[src/rtl/clk_div_pkg.sv]
// Shared definitions for the run-time clock divider controller.
//   CNT_W       : width of divisor and period counter
//   DEFAULT_DIV : divisor in effect after reset (>= MIN_DIV)
//   MIN_DIV     : smallest legal divisor; smaller offers are discarded
//   state_e     : controller sequencing states
package clk_div_pkg;

    localparam int CNT_W = 28;

    localparam logic [CNT_W-1:0] DEFAULT_DIV = 28'd8;
    localparam logic [CNT_W-1:0] MIN_DIV     = 28'd2;

    typedef enum logic [1:0] {
        IDLE = 2'd0,
        RUN  = 2'd1,
        STOP = 2'd2
    } state_e;

endpackage

[src/rtl/clk_div_ctrl_if.sv]
// Divisor configuration channel (valid/ready) with error pulse.
//   cfg_valid   : source offers a divisor
//   cfg_divisor : offered divisor, held stable until transfer
//   cfg_ready   : controller can take a divisor this cycle
//   cfg_err     : one-cycle pulse, accepted divisor was illegal and dropped
// master = divisor source, slave = controller.
interface clk_div_ctrl_if;
    import clk_div_pkg::*;

    logic             cfg_valid;
    logic [CNT_W-1:0] cfg_divisor;
    logic             cfg_ready;
    logic             cfg_err;

    modport master (
        output cfg_valid,
        output cfg_divisor,
        input  cfg_ready,
        input  cfg_err
    );

    modport slave (
        input  cfg_valid,
        input  cfg_divisor,
        output cfg_ready,
        output cfg_err
    );

endinterface

[src/rtl/clk_div_core.sv]
// Period counter, wrap decode and registered divided output.
//   clk_i     : system clock
//   clr_i     : synchronous clear (counter and output to 0)
//   en_i      : count this cycle (controller busy)
//   div_i     : divisor in effect
//   wrap_o    : last cycle of the period (counter == div-1 while enabled)
//   clk_out_o : low for floor(div/2) cycles, then high for the rest
module clk_div_core
    import clk_div_pkg::*;
(
    input  logic             clk_i,
    input  logic             clr_i,
    input  logic             en_i,
    input  logic [CNT_W-1:0] div_i,
    output logic             wrap_o,
    output logic             clk_out_o
);

    localparam logic [CNT_W-1:0] ONE = {{(CNT_W-1){1'b0}}, 1'b1};

    logic [CNT_W-1:0] cnt_q, cnt_d, cnt_inc;
    logic             clk_out_q, clk_out_d;

    assign wrap_o    = en_i & (cnt_q == (div_i - ONE));
    assign clk_out_o = clk_out_q;

    // The divisor only changes on a wrap (or while idle), and the counter is
    // 0 after either, so the output for the next cycle can be derived from the
    // current divisor. A restarted period always begins low because div >= 2.
    always_comb begin
        cnt_inc   = cnt_q + ONE;
        cnt_d     = cnt_q;
        clk_out_d = 1'b0;
        if (en_i) begin
            if (wrap_o) begin
                cnt_d = '0;
            end else begin
                cnt_d     = cnt_inc;
                clk_out_d = (cnt_inc >= (div_i >> 1));
            end
        end
    end

    always_ff @(posedge clk_i) begin
        if (clr_i) begin
            cnt_q     <= '0;
            clk_out_q <= 1'b0;
        end else begin
            cnt_q     <= cnt_d;
            clk_out_q <= clk_out_d;
        end
    end

endmodule

[src/rtl/clk_div_ctrl.sv]
// Run-time controller for the counter-based clock divider: start/stop
// sequencing, one-deep divisor buffer applied only at period boundaries,
// and a per-period tick.
//   clk_in     : system clock (posedge)
//   rst        : synchronous active-high reset
//   run        : 1 = produce output, 0 = stop after the current period
//   cfg        : divisor configuration channel (slave side)
//   busy       : controller in RUN or STOP
//   tick       : one-cycle pulse on the last cycle of each output period
//   clk_out    : divided output
//   active_div : divisor currently in effect
//
// state | meaning
// IDLE  | counter held at 0, clk_out low, pending divisor applied at once
// RUN   | counting periods
// STOP  | counting, returns to IDLE at the end of the current period
module clk_div_ctrl
    import clk_div_pkg::*;
(
    input  logic                  clk_in,
    input  logic                  rst,
    input  logic                  run,
    clk_div_ctrl_if.slave         cfg,
    output logic                  busy,
    output logic                  tick,
    output logic                  clk_out,
    output logic [CNT_W-1:0]      active_div
);

    state_e           state_q, state_d;
    logic [CNT_W-1:0] active_div_q, active_div_d;
    logic [CNT_W-1:0] pend_div_q, pend_div_d;
    logic             pend_vld_q, pend_vld_d;
    logic             cfg_err_q, cfg_err_d;

    logic             busy_w;
    logic             wrap_w;
    logic             xfer_w;

    assign busy_w = (state_q != IDLE);
    assign xfer_w = cfg.cfg_valid & ~pend_vld_q;

    clk_div_core u_core (
        .clk_i     (clk_in),
        .clr_i     (rst),
        .en_i      (busy_w),
        .div_i     (active_div_q),
        .wrap_o    (wrap_w),
        .clk_out_o (clk_out)
    );

    always_comb begin
        state_d      = state_q;
        active_div_d = active_div_q;
        pend_div_d   = pend_div_q;
        pend_vld_d   = pend_vld_q;
        cfg_err_d    = 1'b0;

        case (state_q)
            IDLE: begin
                // Applying here means a simultaneous run=1 starts with the
                // new divisor on its very first period.
                if (pend_vld_q) begin
                    active_div_d = pend_div_q;
                    pend_vld_d   = 1'b0;
                end
                if (run) begin
                    state_d = RUN;
                end
            end
            RUN: begin
                if (!run) begin
                    state_d = STOP;
                end
            end
            STOP: begin
                if (run) begin
                    state_d = RUN;
                end else if (wrap_w) begin
                    state_d = IDLE;
                end
            end
            default: begin
                state_d = IDLE;
            end
        endcase

        if (busy_w && wrap_w && pend_vld_q) begin
            active_div_d = pend_div_q;
            pend_vld_d   = 1'b0;
        end

        // A transfer only happens with the buffer empty, so it never collides
        // with the apply paths above; a value taken on a wrap waits one period.
        if (xfer_w) begin
            if (cfg.cfg_divisor < MIN_DIV) begin
                cfg_err_d = 1'b1;
            end else begin
                pend_div_d = cfg.cfg_divisor;
                pend_vld_d = 1'b1;
            end
        end
    end

    always_ff @(posedge clk_in) begin
        if (rst) begin
            state_q      <= IDLE;
            active_div_q <= DEFAULT_DIV;
            pend_div_q   <= '0;
            pend_vld_q   <= 1'b0;
            cfg_err_q    <= 1'b0;
        end else begin
            state_q      <= state_d;
            active_div_q <= active_div_d;
            pend_div_q   <= pend_div_d;
            pend_vld_q   <= pend_vld_d;
            cfg_err_q    <= cfg_err_d;
        end
    end

    assign busy          = busy_w;
    assign tick          = wrap_w;
    assign active_div    = active_div_q;
    assign cfg.cfg_ready = ~pend_vld_q;
    assign cfg.cfg_err   = cfg_err_q;

endmodule

[src/flat_wrapper.sv]
// flat-port wrapper written by rule: the top's interface ports become plain ports
module clk_div_ctrl_flat import clk_div_pkg::*;
  (clk_in, rst, run, busy, tick, clk_out, active_div, cfg_cfg_valid, cfg_cfg_divisor, cfg_cfg_ready, cfg_cfg_err);
  clk_div_ctrl_if cfg_i ();
  input  logic clk_in;
  input  logic rst;
  input  logic run;
  output logic busy;
  output logic tick;
  output logic clk_out;
  output logic [CNT_W-1:0] active_div;
  input wire logic [$bits(cfg_i.cfg_valid)-1:0] cfg_cfg_valid;
  input wire logic [$bits(cfg_i.cfg_divisor)-1:0] cfg_cfg_divisor;
  output wire logic [$bits(cfg_i.cfg_ready)-1:0] cfg_cfg_ready;
  output wire logic [$bits(cfg_i.cfg_err)-1:0] cfg_cfg_err;
  assign cfg_i.cfg_valid = cfg_cfg_valid;
  assign cfg_i.cfg_divisor = cfg_cfg_divisor;
  assign cfg_cfg_ready = cfg_i.cfg_ready;
  assign cfg_cfg_err = cfg_i.cfg_err;
  clk_div_ctrl u_core (.clk_in(clk_in), .rst(rst), .run(run), .cfg(cfg_i), .busy(busy), .tick(tick), .clk_out(clk_out), .active_div(active_div));
endmodule
[config.mk]
export PLATFORM = sky130hd
export DESIGN_NAME = clk_div_ctrl_flat
export DESIGN_NICKNAME = d
export VERILOG_FILES = /design/src/rtl/clk_div_pkg.sv /design/src/rtl/clk_div_ctrl_if.sv /design/src/rtl/clk_div_core.sv /design/src/rtl/clk_div_ctrl.sv /design/src/flat_wrapper.sv
export SDC_FILE = /design/constraint.sdc
export NUM_CORES = 1
export LEC_CHECK = 0
export BUFFER_PORTS_ARGS = -buffer_cell sky130_fd_sc_hd__buf_2
export CELL_PAD_IN_SITES_DETAIL_PLACEMENT = 1
export CELL_PAD_IN_SITES_GLOBAL_PLACEMENT = 1
export CORE_ASPECT_RATIO = 2
export CORE_UTILIZATION = 35
export DETAILED_ROUTE_END_ITERATION = 8
export GPL_TIMING_DRIVEN = 1
export MAX_ROUTING_LAYER = met4
export PLACE_DENSITY = 0.76
export SETUP_SLACK_MARGIN = 0.5
export SLEW_MARGIN = 40
export SYNTH_ARGS = -nofsm -noshare
export SYNTH_HDL_FRONTEND = slang
export SYNTH_HIERARCHICAL = 1
export SYNTH_SLANG_ARGS = --single-unit
[constraint.sdc]
create_clock -name clk_in -period 5.8 [get_ports clk_in]
set_input_delay 0.29 -clock clk_in [delete_from_list [all_inputs] [get_ports clk_in]]
set_output_delay 0.29 -clock clk_in [all_outputs]
set_load 0.005 [all_outputs]
* After elaboration in Yosys (flattened, before gate mapping)
Cells that the tools add are included.
Word-level totals: register bits 89, output and inout bits 33, word-level logic and storage cells 48
Cells by class: magnitude comparators 2, equal/unequal tests 6, add/subtract/negate cells 2, reduce and logical (&&, ||, !) cells 11, muxes and demuxes 14, bitwise operators 6
Operators by type and width (count):
- $mux W28 | 4
- $add A28 B1 Y28 const B | 1
- $eq A28 B28 Y1 | 1
- $ge A28 B27 Y1 | 1
- $lt A28 B2 Y1 const B | 1
- $sub A28 B1 Y28 const B | 1
- $mux W2 | 4
- $pmux W2 S3 | 1
- $reduce_bool A2 Y1 | 3
- $mux W1 | 5
- $ne A2 B2 Y1 const B | 2
- $not A1 Y1 | 4
- $reduce_and A2 Y1 | 2
- $ne A3 B2 Y1 const B | 1
- $reduce_and A3 Y1 | 1
- $reduce_or A3 Y1 | 1
- $and A1 B1 Y1 | 2
- $eq A2 B1 Y1 const B | 1
- $eq A2 B2 Y1 const B | 1
- $logic_and A1 B1 Y1 | 2
- $logic_not A2 Y1 | 1
- $reduce_or A2 Y1 | 1

* Logic depth before layout (Yosys ltp)
Gate-level depths: netlist of run 1.
word-level depth 8, mapped depth 16

* By module
The synthesis of run 1 kept the hierarchy.
By module, submodules not included:
- clk_div_core | cells an instance 440, area each 3304.4 um2, times used 1, seq. area each 580.6 um2
- clk_div_ctrl | cells an instance 270, area each 2413.6 um2, times used 1, seq. area each 1201.2 um2

* Least setup slack after synthesis of run 1
Ideal clock, no wire load.
kind register -> register, start point register u_core.active_div_q[0] (netlist: u_core/active_div[0]), end point register u_core.active_div_q[10] (netlist: u_core/active_div[10]), data required time 5.730 ns, setup time 0.070 ns, arrival time 3.155 ns, slack 2.575 ns, cell stages (with the launch flop) 16, cell sequence dfxtp_1 -> inv_1 -> ha_1 -> buf_2 -> nor4b_4 -> nand3_2 -> or3_1 -> xnor2_1 -> a2111oi_2 -> nand4b_2 -> nor2_1 -> o21a_1 -> buf_2 -> buf_2 -> nand2_1 -> a21oi_1
Between the ends: longest elaborated chain between the ends 7
Ends and longest elaborated chain:
- start: declaration | line clk_div_ctrl.sv:31 | logic [CNT_W-1:0] active_div_q, active_div_d;
- start signal: assignment | line clk_div_ctrl.sv:114 | active_div_q <= active_div_d;
- $sub A28 B1 Y28 (*) | line clk_div_core.sv:24 | assign wrap_o = en_i & (cnt_q == (div_i - ONE));
- $eq A28 B28 Y1 (*) | line clk_div_core.sv:24
- $and A1 B1 Y1 (*) | line clk_div_core.sv:24
- net tick | line flat_wrapper.sv:9 | output logic tick;
- $logic_and A1 B1 Y1 (*) (2 in series) | line clk_div_ctrl.sv:88 | if (busy_w && wrap_w && pend_vld_q) begin
- $reduce_bool A2 Y1 (no line)
- $reduce_and A2 Y1 (no line)
The timed path passes the listed nets; every way through them passes the cells marked *. A chain may end at the register's enable or synchronous reset.

* Final worst setup path of run 1
start point register u_core.active_div_q[0] (netlist: u_core/active_div[0]), end point register u_core.active_div_q[0] (netlist: u_core/active_div[0])
Between the ends: longest elaborated chain between the ends 7
Ends and longest elaborated chain (line):
- $sub A28 B1 Y28 (*) | clk_div_core.sv:24
- $eq A28 B28 Y1 (*) | clk_div_core.sv:24
- $and A1 B1 Y1 (*) | clk_div_core.sv:24
- $logic_and A1 B1 Y1 (*) (2 in series) | clk_div_ctrl.sv:88
- $reduce_bool A2 Y1 (no line)
- $reduce_and A2 Y1 (no line)
Every way passes the cells marked *; elsewhere a longest branch is shown, timed or not.

==> results of run 1 <==
-- flip-flops by register name, summed over array words and instances (netlist names) --
name,cells
u_core/active_div,28
u_core/pend_div_q,28
u_core/u_core/cnt_q,28
u_core/state_q,2
u_core/cfg.cfg_err,1
u_core/pend_vld_q,1
u_core/u_core/clk_out_o,1
-- cell type report --
| cell class | instances | area (sq um) | area share |
|---|---|---|---|
| well taps | 201 | 251 | 0.0386 |
| flip-flops and latches | 89 | 1780 | 0.273 |
| clock buffers | 10 | 239 | 0.0367 |
| repair buffers | 69 | 380 | 0.0584 |
| clock inverters | 4 | 77.6 | 0.0119 |
| inverters | 37 | 139 | 0.0213 |
| multi-input cells | 548 | 3650 | 0.560 |
-- layer usage --
| metal | GRT usage | vias up | share of wire |
|---|---|---|---|
| li1 | - | 2512 | - |
| met1 | 0.203 | 2458 | 0.37 |
| met2 | 0.408 | 116 | 0.56 |
| met3 | 0.0224 | 53 | 0.020 |
| met4 | 0.139 | 0 | 0.055 |
| met5 | - | - | 0 |
-- Yosys cell counts, types with 2 or more instances --
master and instances:
a22oi_1 2, nor3_2 2, a21bo_2 2, nand4_1 8, and3_1 9, a31oi_1 2
or4_1 5, o211ai_1 4, nor4_2 3, a21o_1 4, o21bai_1 2, nor2_1 26
or3_1 4, nand3_1 27, nor3b_1 4, clkbuf_1 26, xnor2_1 39, a211oi_1 2
and4_1 4, buf_2 5, xor2_1 27, a21oi_1 38, nor4_1 13, nand2b_1 58
nor3_1 15, o21a_1 3, ha_1 29, o22ai_1 5, dfxtp_1 89, and2_1 4
nor2b_1 3, or2_2 4, o21ai_0 19, mux2i_1 28, a32oi_1 2, buf_6 5
o21ai_2 11, nand2_1 118, inv_1 37
-- layout by cell type (no fill, tap or decap), drive strengths merged, types with 26 or more instances in the layout --
cell type  Yosys  layout
nor2          26      26
ha            29      29
nand2b        58      58
mux2i         28      28
xnor2         39      39
xor2          27      27
inv           37      38
nand2        118     118
a21oi         38      38
o21ai         31      31
buf           10      69
dfxtp         89      89
nand3         28      28
-- worst register-to-register path, delay by kind of cell (launching register included) --
family,cells,cell delay [ps]
adder cells (fa/ha/maj),1,330
flip-flops,1,360
buffers and inverters,1,70
AND/OR/NAND/NOR,7,1970
AO/OA/AOI/OAI,3,1140
-- cell families after synthesis --
kind of cell	Yosys count	synth area share
compound gates	109	0.128
mux	28	0.0490
flops	89	0.312
simple gates	316	0.291
buf+inv	73	0.0556
xor+xnor	66	0.101
fa+ha+maj	29	0.0635
-- final timing paths --
check                           slack, ps                                  to                                from
worst min register to register        450  u_core/active_div[27]$_SDFFE_PP0P_  u_core/pend_div_q[27]$_SDFFE_PP0P_
worst max-delay path                 1850   u_core/active_div[0]$_SDFFE_PP0P_   u_core/active_div[0]$_SDFFE_PP0P_
worst max register to register       1850   u_core/active_div[0]$_SDFFE_PP0P_   u_core/active_div[0]$_SDFFE_PP0P_
worst min-delay path                  120      u_core/state_q[1]$_SDFFE_PP0P_                                 run
-- power breakdown --
part | internal (mW) | total, mW | switching [mW]
sequential | 0.631 | 0.653 | 0.0218
clock | 0.387 | 0.639 | 0.252
combinational | 0.0789 | 0.195 | 0.116
total | 1.10 | 1.49 | 0.390
==> flow_summary.yaml, run 1 <==
finish:
  fin_cells: 958
  fillers: 1946
  nNetsFinal: 815
  area_growth_pct: 13.9
  final_cell_area_sq_um: 6520
  final_util: 0.411
  diodes: 0
  layout-drive-gt1-share: 0.156
critical_path:
  rr_worst_depth: 12
  cpLargestDelayFamily: "simple AND/OR/NAND/NOR gates"
  critical_path_class: "reg2reg"
  cp.required_ps: 6070
  path_buf_inv: 1
  path_cells: "inv_1 > ha_1 > nor4b_4 > nand3_2 > nor4_2 > nand3_1 > a2111oi_2 > nand4b_2 > nor2_1 > o21a_2 > nand2_1 > a21oi_1"
  critPathArrivalTime_ps: 4230
  endpoint_kind: "flip-flop"
  slowest_stage: "o21a_2"
  slowest_delay_ps: 560
  cp.depth: 12
  cp_max_fo: 28
  startpoint_type: "flip-flop"
sta:
  final.period_utilization: 0.681
  rsz0062_at_grt: "false"
  slew_viol_final: 0
  worstMarginPinSlew_ps: 750
  min_period_ps: 3950
  tns_ps: 0
  finalSetupViolations: 0
  max_slew_margin: 0.498
  fin_ws_ps: 1850
  finClkSkew_ps: 4.65
  finalHoldViolCount: 0
  hold_ws_ps: 119
  clock.fmax_mhz: 253
clock_tree:
  hold_buffers: 0
  cts_tree: "done"
  cts_made_buffers: 9
  cts_resized: 0
  clock-root-buffer: "clkbuf_16"
  clk_path_buf_depth: 2
  worstSkewPairLatency_ps: 350
  cts.htree.levels: 3
  clkTransAtPathRegs_ps: 70
  post-cts-setup-buffers: 0
  clock-sinks: 89
synth:
  synth_top_area_share: 0.312
  syn_area_per_cell_sq_um: 8.05
  ys.flop_type: "dfxtp_1"
  syn_inst: 710
  ys_ff_latch: 89
  synth_edf_count: 0
  syn_area_sq_um: 5720
  yosysSeqAreaShare: 0.312
  yosysTopAreaCell: "dfxtp_1"
  synth_fp_nets: 771
  yosysUniqueCellTypes: 61
  async_flop_share: 0
  synth_area_leaders: "dfxtp_1 (31%), nand2_1 (7.7%), ha_1 (6.3%), nand2b_1 (6.3%), xnor2_1 (6.0%)"
  yosysWarnings: 6
power_and_ir_drop:
  p_per_area_nw_per_um2: 228
  vdd.ir_drop.worst_mv: 0.157
  totalPowerFinal_mw: 1.49
  p_leak_nw: 2.63
die:
  coreArea_sq_um: 15900
  ios: 65
  start_util: 0.361
  rows: 65
  die_x_microns: 92.4
  die-area_sq_um: 16900
  die_h_microns: 183
placed_design:
  pre_cts_slack_ps: 1850
  place_inst: 944
  gp_congestion: 0.853
  postPlaceCellArea_sq_um: 6200
  portBuffers: 64
  dp_hpwl_microns: 13300
grt:
  grt-ovfl-total: 0
  grtUsageTotal: 0.217
  grt_pass1_vias: 5408
  antenna_found_initial: 0
  grt_pass1_wl_microns: 27400
  grt_max_degree: 92
drt:
  drtIter0Drc: 157
  dr.pass1.iters: 4
  routed_wl_microns: 17200
  via_count: 5139
  viasPerCell: 5.36
  drtAntennaViolNets: 0
  wl_per_cell_microns: 17.9
  drc: 0
status:
  status: "completed"
hold_path:
  holdCritPathClass: "in2reg"
  whs_path_depth: 2
run:
  max_cap_viol_count: 0
Note: power is estimated with default switching activity, not from simulation.
==> run 2: changes to the inputs <==
--- a/config.mk
+++ b/config.mk
@@ -5,6 +5,7 @@
 export SDC_FILE = /design/constraint.sdc
 export NUM_CORES = 1
 export LEC_CHECK = 0
+export ABC_AREA = 1
 export BUFFER_PORTS_ARGS = -buffer_cell sky130_fd_sc_hd__buf_2
 export CELL_PAD_IN_SITES_DETAIL_PLACEMENT = 1
 export CELL_PAD_IN_SITES_GLOBAL_PLACEMENT = 1
@@ -13,7 +14,7 @@
 export DETAILED_ROUTE_END_ITERATION = 8
 export GPL_TIMING_DRIVEN = 1
 export MAX_ROUTING_LAYER = met4
-export PLACE_DENSITY = 0.76
+export PLACE_DENSITY = 0.82
 export SETUP_SLACK_MARGIN = 0.5
 export SLEW_MARGIN = 40
 export SYNTH_ARGS = -nofsm -noshare
==> constraint.sdc (replaced) <==
create_clock -name clk_in -period 3.2 [get_ports clk_in]
set_input_delay 0.16 -clock clk_in [delete_from_list [all_inputs] [get_ports clk_in]]
set_output_delay 0.16 -clock clk_in [all_outputs]
set_load 0.005 [all_outputs]
==> run 2 against run 1 <==
Fmax grew 33%. Synthesized cell count is 50% higher. Die area increased by 13%. Final area rose by 28%. Sequential power rose by 91%. Global-route usage up 2.3 points. Clock-buffer cell count up 1. Cell count up 45%. Wire length increased by 53%.
==> flow_summary.yaml, run 2 <==
synth:
  yosysMostFrequentCell: "nand2_1"
  yosysUniqueCellTypes: 39
  syn_area_per_cell_sq_um: 6.06
  async_flop_share: 0
  ys_ff_latch: 89
  yosysSeqAreaShare: 0.275
  yosysTopAreaCell: "dfxtp_1"
  syn_area_sq_um: 6470
  synth_fp_nets: 1129
  synth_top_area_share: 0.275
  ys.flop_type: "dfxtp_1"
  synthTopCellsByCount: "nand2_1 (276), nor2_1 (230), inv_1 (143)"
  yosysWarnings: 6
  synth_area_leaders: "dfxtp_1 (28%), nand2_1 (16%), nor2_1 (13%), inv_1 (8.3%), nand3_1 (7.0%)"
  syn_inst: 1068
  synth_edf_count: 0
sta:
  min_period_ps: 2980
  finalSetupViolations: 0
  clock.fmax_mhz: 336
  tns_ps: 0
  worstMarginPinSlew_ps: 984
  finClkSkew_ps: 14.6
  max_slew_margin: 0.343
  rsz0062_at_grt: "true"
  slew_viol_final: 0
  finalHoldViolCount: 0
  final.period_utilization: 0.930
  hold_ws_ps: 127
critical_path:
  endpoint_kind: "flip-flop"
  critPathArrivalTime_ps: 3170
  cp_max_fo: 7
  critical_path_class: "reg2reg"
  startpoint_type: "flip-flop"
  cp.required_ps: 3390
power_and_ir_drop:
  p_leak_nw: 4.27
  vdd.ir_drop.worst_mv: 0.236
  p_per_area_nw_per_um2: 378
die:
  ios: 65
  die_h_microns: 194
  die_x_microns: 98.2
  die-area_sq_um: 19100
  rows: 70
  start_util: 0.355
  coreArea_sq_um: 18200
grt:
  grt-ovfl-total: 0
  grt_max_degree: 31
  antenna_found_initial: 0
  grtUsageTotal: 0.239
  grt_pass1_wl_microns: 34500
  grt_pass1_vias: 7269
status:
  status: "completed"
hold_path:
  holdCritPathClass: "in2reg"
finish:
  final_cell_mix: "nand2_1 (266), nor2_1 (186), inv_1 (132), nand3_1 (84), dfxtp_1 (71)"
  final_common_cell: "nand2_1"
  final_util: 0.458
  area_growth_pct: 29.0
  diodes: 0
  nNetsFinal: 1228
  fillers: 2412
  layout-drive-gt1-share: 0.250
placed_design:
  gp_congestion: 0.900
  dp_hpwl_microns: 16900
  portBuffers: 64
clock_tree:
  clock-sinks: 89
  cts.htree.levels: 3
  worstSkewPairLatency_ps: 360
  cts_made_buffers: 9
  clock-root-buffer: "clkbuf_16"
  cts_tree: "done"
  clk_path_buf_depth: 2
  clkTransAtPathRegs_ps: 80
drt:
  drtAntennaViolNets: 0
  routed_wl_microns: 26300
  viasPerCell: 5.36
  drc: 0
  via_count: 7445
  wl_per_cell_microns: 18.9
  dr.pass1.iters: 7
  drtIter0Drc: 304
run:
  max_cap_viol_count: 0
[run 2: changes by cell type in the layout (fill, tap and decap cells not counted), sizes merged, moves of 28 or more]
cell    before  now
buf         69  119
inv         38  147
mux2i       28    0
nand2      118  285
nand2b      58    0
nand3       28   93
nor2        26  245
xnor2       39    9
[run 2: stage by stage]
| step | setup WS (ps) | area [sq um] | power [mW] | std cells |
|---|---|---|---|---|
| 6_report | 223 | 8350 | 3.15 | 1388 |
| 5_1_grt | 156 | 8350 | 3.29 | 1388 |
| 4_1_cts | 306 | 7520 | 2.96 | 1358 |
| 3_5_place_dp | 37.2 | 7020 | 1.91 | 1331 |
| 3_3_place_gp | 134 | 7010 | 1.89 | 1331 |
| 2_1_floorplan | 543 | 6470 | 1.69 | 1068 |
[run 2: repair_timing]
item	in CTS	in global routing
pin swaps	11	70
endpoints found under the setup margin	30	30
resized for setup	36	165
hold endpoints to repair	1	0
hold buffers	1	0
buffers inserted	10	23
gates cloned	0	7
[run 2: worst paths after layout]
kind,slack [ps],end,from,cells after the start
worst max-delay path,220,u_core/active_div[3]$_SDFFE_PP1P_,u_core/active_div[17]$_SDFFE_PP0P_,20
worst min-delay path,130,u_core/cfg.cfg_err$_SDFF_PP0_,cfg_cfg_valid,3
worst max register to register,220,u_core/active_div[3]$_SDFFE_PP1P_,u_core/active_div[17]$_SDFFE_PP0P_,20
worst min register to register,480,u_core/u_core/cnt_q[27]$_SDFFE_PP0P_,u_core/u_core/cnt_q[27]$_SDFFE_PP0P_,2
[run 2: kinds of logic (layout without fill, tap and decap cells)]
family / count (synthesis) / after routing / synth area share
and+or+nand+nor: 666 / 666 / 0.443
adders and majority gates: 29 / 29 / 0.0561
buffers and inverters: 185 / 289 / 0.120
AOI/OAI and AO/OA: 59 / 59 / 0.0489
xor gates and xnor gates: 40 / 40 / 0.0565
DFF: 89 / 89 / 0.275
[run 2: power breakdown]
part           switching (mW)  total (mW)  leakage [nW]  internal (mW)
clock network           0.494        1.05         0.137          0.555
registers              0.0885        1.25         0.738           1.16
logic                   0.544       0.850          3.39          0.306
total                    1.13        3.15          4.27           2.03
[run 2: area by class of cell]
type / instances / area, sq um / area share
repair buffers: 123 / 866 / 0.104
well taps: 216 / 270 / 0.0324
inverters: 147 / 584 / 0.0700
clock inverters: 5 / 38.8 / 0.00465
repair inverters: 3 / 90.1 / 0.0108
flip-flops and latches: 89 / 1820 / 0.218
clock buffers: 11 / 243 / 0.0291
multi-input cells: 794 / 4430 / 0.531
[run 2: routing by layer]
metal	GRT usage	share of wire	vias up
met5	-	0	-
met4	0.169	0.088	0
met3	0.0320	0.031	142
met2	0.463	0.55	246
met1	0.206	0.33	3575
li1	-	-	3482
[run 2: worst max-delay path, cell delays in order (launching register included)]
cell	delay, ps
dfxtp_1	380
buf_4	200
nor2_1	200
nand2_1	110
nor2_1	240
nand2_1	110
o21bai_1	190
nand2_1	110
nand2_1	110
nor2_1	50
nand2_1	60
nor2_1	50
nand3_2	70
inv_2	50
inv_2	70
nand2_2	80
nand2_4	170
clkbuf_16	280
clkinv_16	120
nand2_4	80
nand3_2	60
==> run 3: changes to the inputs <==
--- a/config.mk
+++ b/config.mk
@@ -13,8 +13,8 @@
 export CORE_UTILIZATION = 35
 export DETAILED_ROUTE_END_ITERATION = 8
 export GPL_TIMING_DRIVEN = 1
-export MAX_ROUTING_LAYER = met4
 export PLACE_DENSITY = 0.82
+export REMOVE_ABC_BUFFERS = 1
 export SETUP_SLACK_MARGIN = 0.5
 export SLEW_MARGIN = 40
 export SYNTH_ARGS = -nofsm -noshare
==> run 3 against run 2 <==
Flip-flop and latch count did not move. Global-route usage up 2.4 points. Sequential share of layout area shrank 0.77 points. Clock skew down 4.2 ps. Core utilization grew 1.9 points. Wire length increased by 14%. Via count up 4.8%. Clock-buffer cell count down 1. Cell count is 0.65% higher. Die area unchanged. Sequential power barely moved. Worst hold slack better by 1.2 ps. Critical endpoint is now u_core/u_core/clk_out_o$_SDFF_PP0_. Largest power group unchanged.
==> flow_summary.yaml, run 3 (same netlist as run 2, synthesis figures left out) <==
drt:
  via_count: 7805
  drc: 0
  routed_wl_microns: 29900
  drtAntennaViolNets: 0
  viasPerCell: 5.59
  dr.pass1.iters: 5
  drtIter0Drc: 555
  wl_per_cell_microns: 21.4
sta:
  finClkSkew_ps: 10.3
  min_period_ps: 3170
  final.period_utilization: 0.992
  rsz0062_at_grt: "true"
  finalSetupViolations: 0
  max_slew_margin: 0.250
  worstMarginPinSlew_ps: 1120
  clock.fmax_mhz: 315
  finalHoldViolCount: 0
  hold_ws_ps: 128
  tns_ps: 0
  slew_viol_final: 0
critical_path:
  r2r_end: "u_core/u_core/clk_out_o$_SDFF_PP0_"
  critPathCapture: "u_core/u_core/clk_out_o$_SDFF_PP0_"
  r2r_start: "u_core/u_core/cnt_q[0]$_SDFFE_PP0P_"
  cp_max_fo: 5
  critical_path_class: "reg2reg"
  cp.depth: 19
  critPathArrivalTime_ps: 3470
  cp.required_ps: 3500
  rr_worst_depth: 19
  cpLargestDelayFamily: "simple AND/OR/NAND/NOR gates"
  startpoint_type: "flip-flop"
  endpoint_kind: "flip-flop"
  crit_start: "u_core/u_core/cnt_q[0]$_SDFFE_PP0P_"
  slowest_stage: "dfxtp_4"
  path_buf_inv: 4
  reg2reg_slack_ps: 30
  slowest_delay_ps: 390
  path_cells: "ha_4 > inv_4 > nor3_4 > nand3_2 > nor2_4 > inv_2 > nor2_4 > nand4_1 > nand2_1 > inv_1 > ha_2 > inv_2 > nor4_4 > a21oi_1 > nand2_1 > nor2_1 > nand2_1 > nor2_1 > nor2_1"
die:
  start_util: 0.355
  die_x_microns: 98.2
  rows: 70
  ios: 65
  coreArea_sq_um: 18200
  die_h_microns: 194
  die-area_sq_um: 19100
clock_tree:
  cts.htree.levels: 3
  clk_path_buf_depth: 2
  clock-sinks: 89
  clkTransAtPathRegs_ps: 80
  cts_tree: "done"
  cts_made_buffers: 9
  worstSkewPairLatency_ps: 360
  clock-root-buffer: "clkbuf_16"
power_and_ir_drop:
  power.switching_mw: 1.20
  switching_share: 0.353
  seq_power_share: 0.373
  comb_power_share: 0.269
  totalPowerFinal_mw: 3.39
  p_leak_nw: 4.37
  p_int_mw: 2.20
  p_per_area_nw_per_um2: 390
  vdd.ir_drop.worst_mv: 0.460
  clockPowerShare: 0.359
finish:
  final_cell_mix: "nand2_1 (256), nor2_1 (189), inv_1 (128), nand3_1 (81)"
  sequential_cell_area_sq_um: 1830
  diodes: 0
  fillers: 2403
  layout-drive-gt1-share: 0.295
  final_util: 0.477
  final_common_cell: "nand2_1"
  area_growth_pct: 34.3
  nNetsFinal: 1237
  multi_input_area_sq_um: 4670
placed_design:
  dp_hpwl_microns: 17300
  gp_congestion: 0.911
  portBuffers: 64
grt:
  grt_pass1_vias: 7666
  grt_max_degree: 44
  grt-ovfl-total: 0
  antenna_found_initial: 0
  grt_pass1_wl_microns: 38700
  grtUsageTotal: 0.263
run:
  max_cap_viol_count: 0
hold_path:
  holdCritPathClass: "in2reg"
  whs_path_depth: 2
status:
  status: "completed"
[run 3: changes by cell type in the layout (fill, tap and decap cells not counted), sizes merged]
| cell | previous run | this run |
|---|---|---|
| buf | 119 | 129 |
| inv | 147 | 149 |
| clkinv | 7 | 4 |
| bufinv | 0 | 2 |
| clkbuf | 14 | 12 |
[run 3: repair_timing]
item / CTS / global route
cloned: 3 / 4
gates resized for setup: 96 / 158
setup buffers: 25 / 12
pin swaps: 38 / 77
hold buffers: 1 / 0
setup endpoints to repair: 58 / 30
endpoints found under the hold margin: 1 / 0
[run 3: layout make-up]
class / instances / share of cell area
repair buffers: 132 / 0.110
flip-flops and latches: 89 / 0.211
clock inverters: 6 / 0.0104
inverters: 147 / 0.0658
repair inverters: 3 / 0.00763
clock buffers: 10 / 0.0264
multi-input cells: 794 / 0.538
well taps: 216 / 0.0311
[run 3: worst reg2reg max path, delay by kind of cell (launching register included)]
family	cells	cell delay [ps]
AND/OR/NAND/NOR	12	1840
buffers and inverters	4	230
adder cells (fa/ha/maj)	2	490
AO/OA/AOI/OAI	1	150
flip-flops	1	390
[run 3: worst min path at each step]
| stage | from | end | slack (ps) |
|---|---|---|---|
| after floorplan | rst | u_core/pend_vld_q$_SDFF_PP0_ | 230 |
| after global placement | run | u_core/state_q[1]$_SDFFE_PP0P_ | 340 |
| after detailed placement | run | u_core/state_q[1]$_SDFFE_PP0P_ | 350 |
| after CTS | rst | u_core/pend_vld_q$_SDFF_PP0_ | 100 |
| after global routing | rst | u_core/cfg.cfg_err$_SDFF_PP0_ | 130 |
| final | rst | u_core/cfg.cfg_err$_SDFF_PP0_ | 130 |
[run 3: per-layer routing]
metal,vias to the layer above,share of wire,track usage
met5,-,0,0
li1,3501,-,-
met2,390,0.53,0.504
met3,167,0.051,0.0309
met4,0,0.087,0.207
met1,3747,0.33,0.246
[run 3: metrics by stage]
stage	worst slack, ps	area [sq um]	cells
after floorplan	402	6250	1030
after global placement	112	7050	1336
after detailed placement	27.0	7050	1336
after CTS	337	7970	1381
after global routing	-76.5	8690	1397
final	26.5	8690	1397
[run 3: power by group through the flow]
stage	sequential, mW	clock [mW]	combinational (mW)
after detailed placement	1.26	0	0.667
after global routing	1.27	1.26	0.987
after floorplan	1.24	0	0.425
final	1.26	1.22	0.911
after CTS	1.24	1.19	0.757
after global placement	1.26	0	0.644
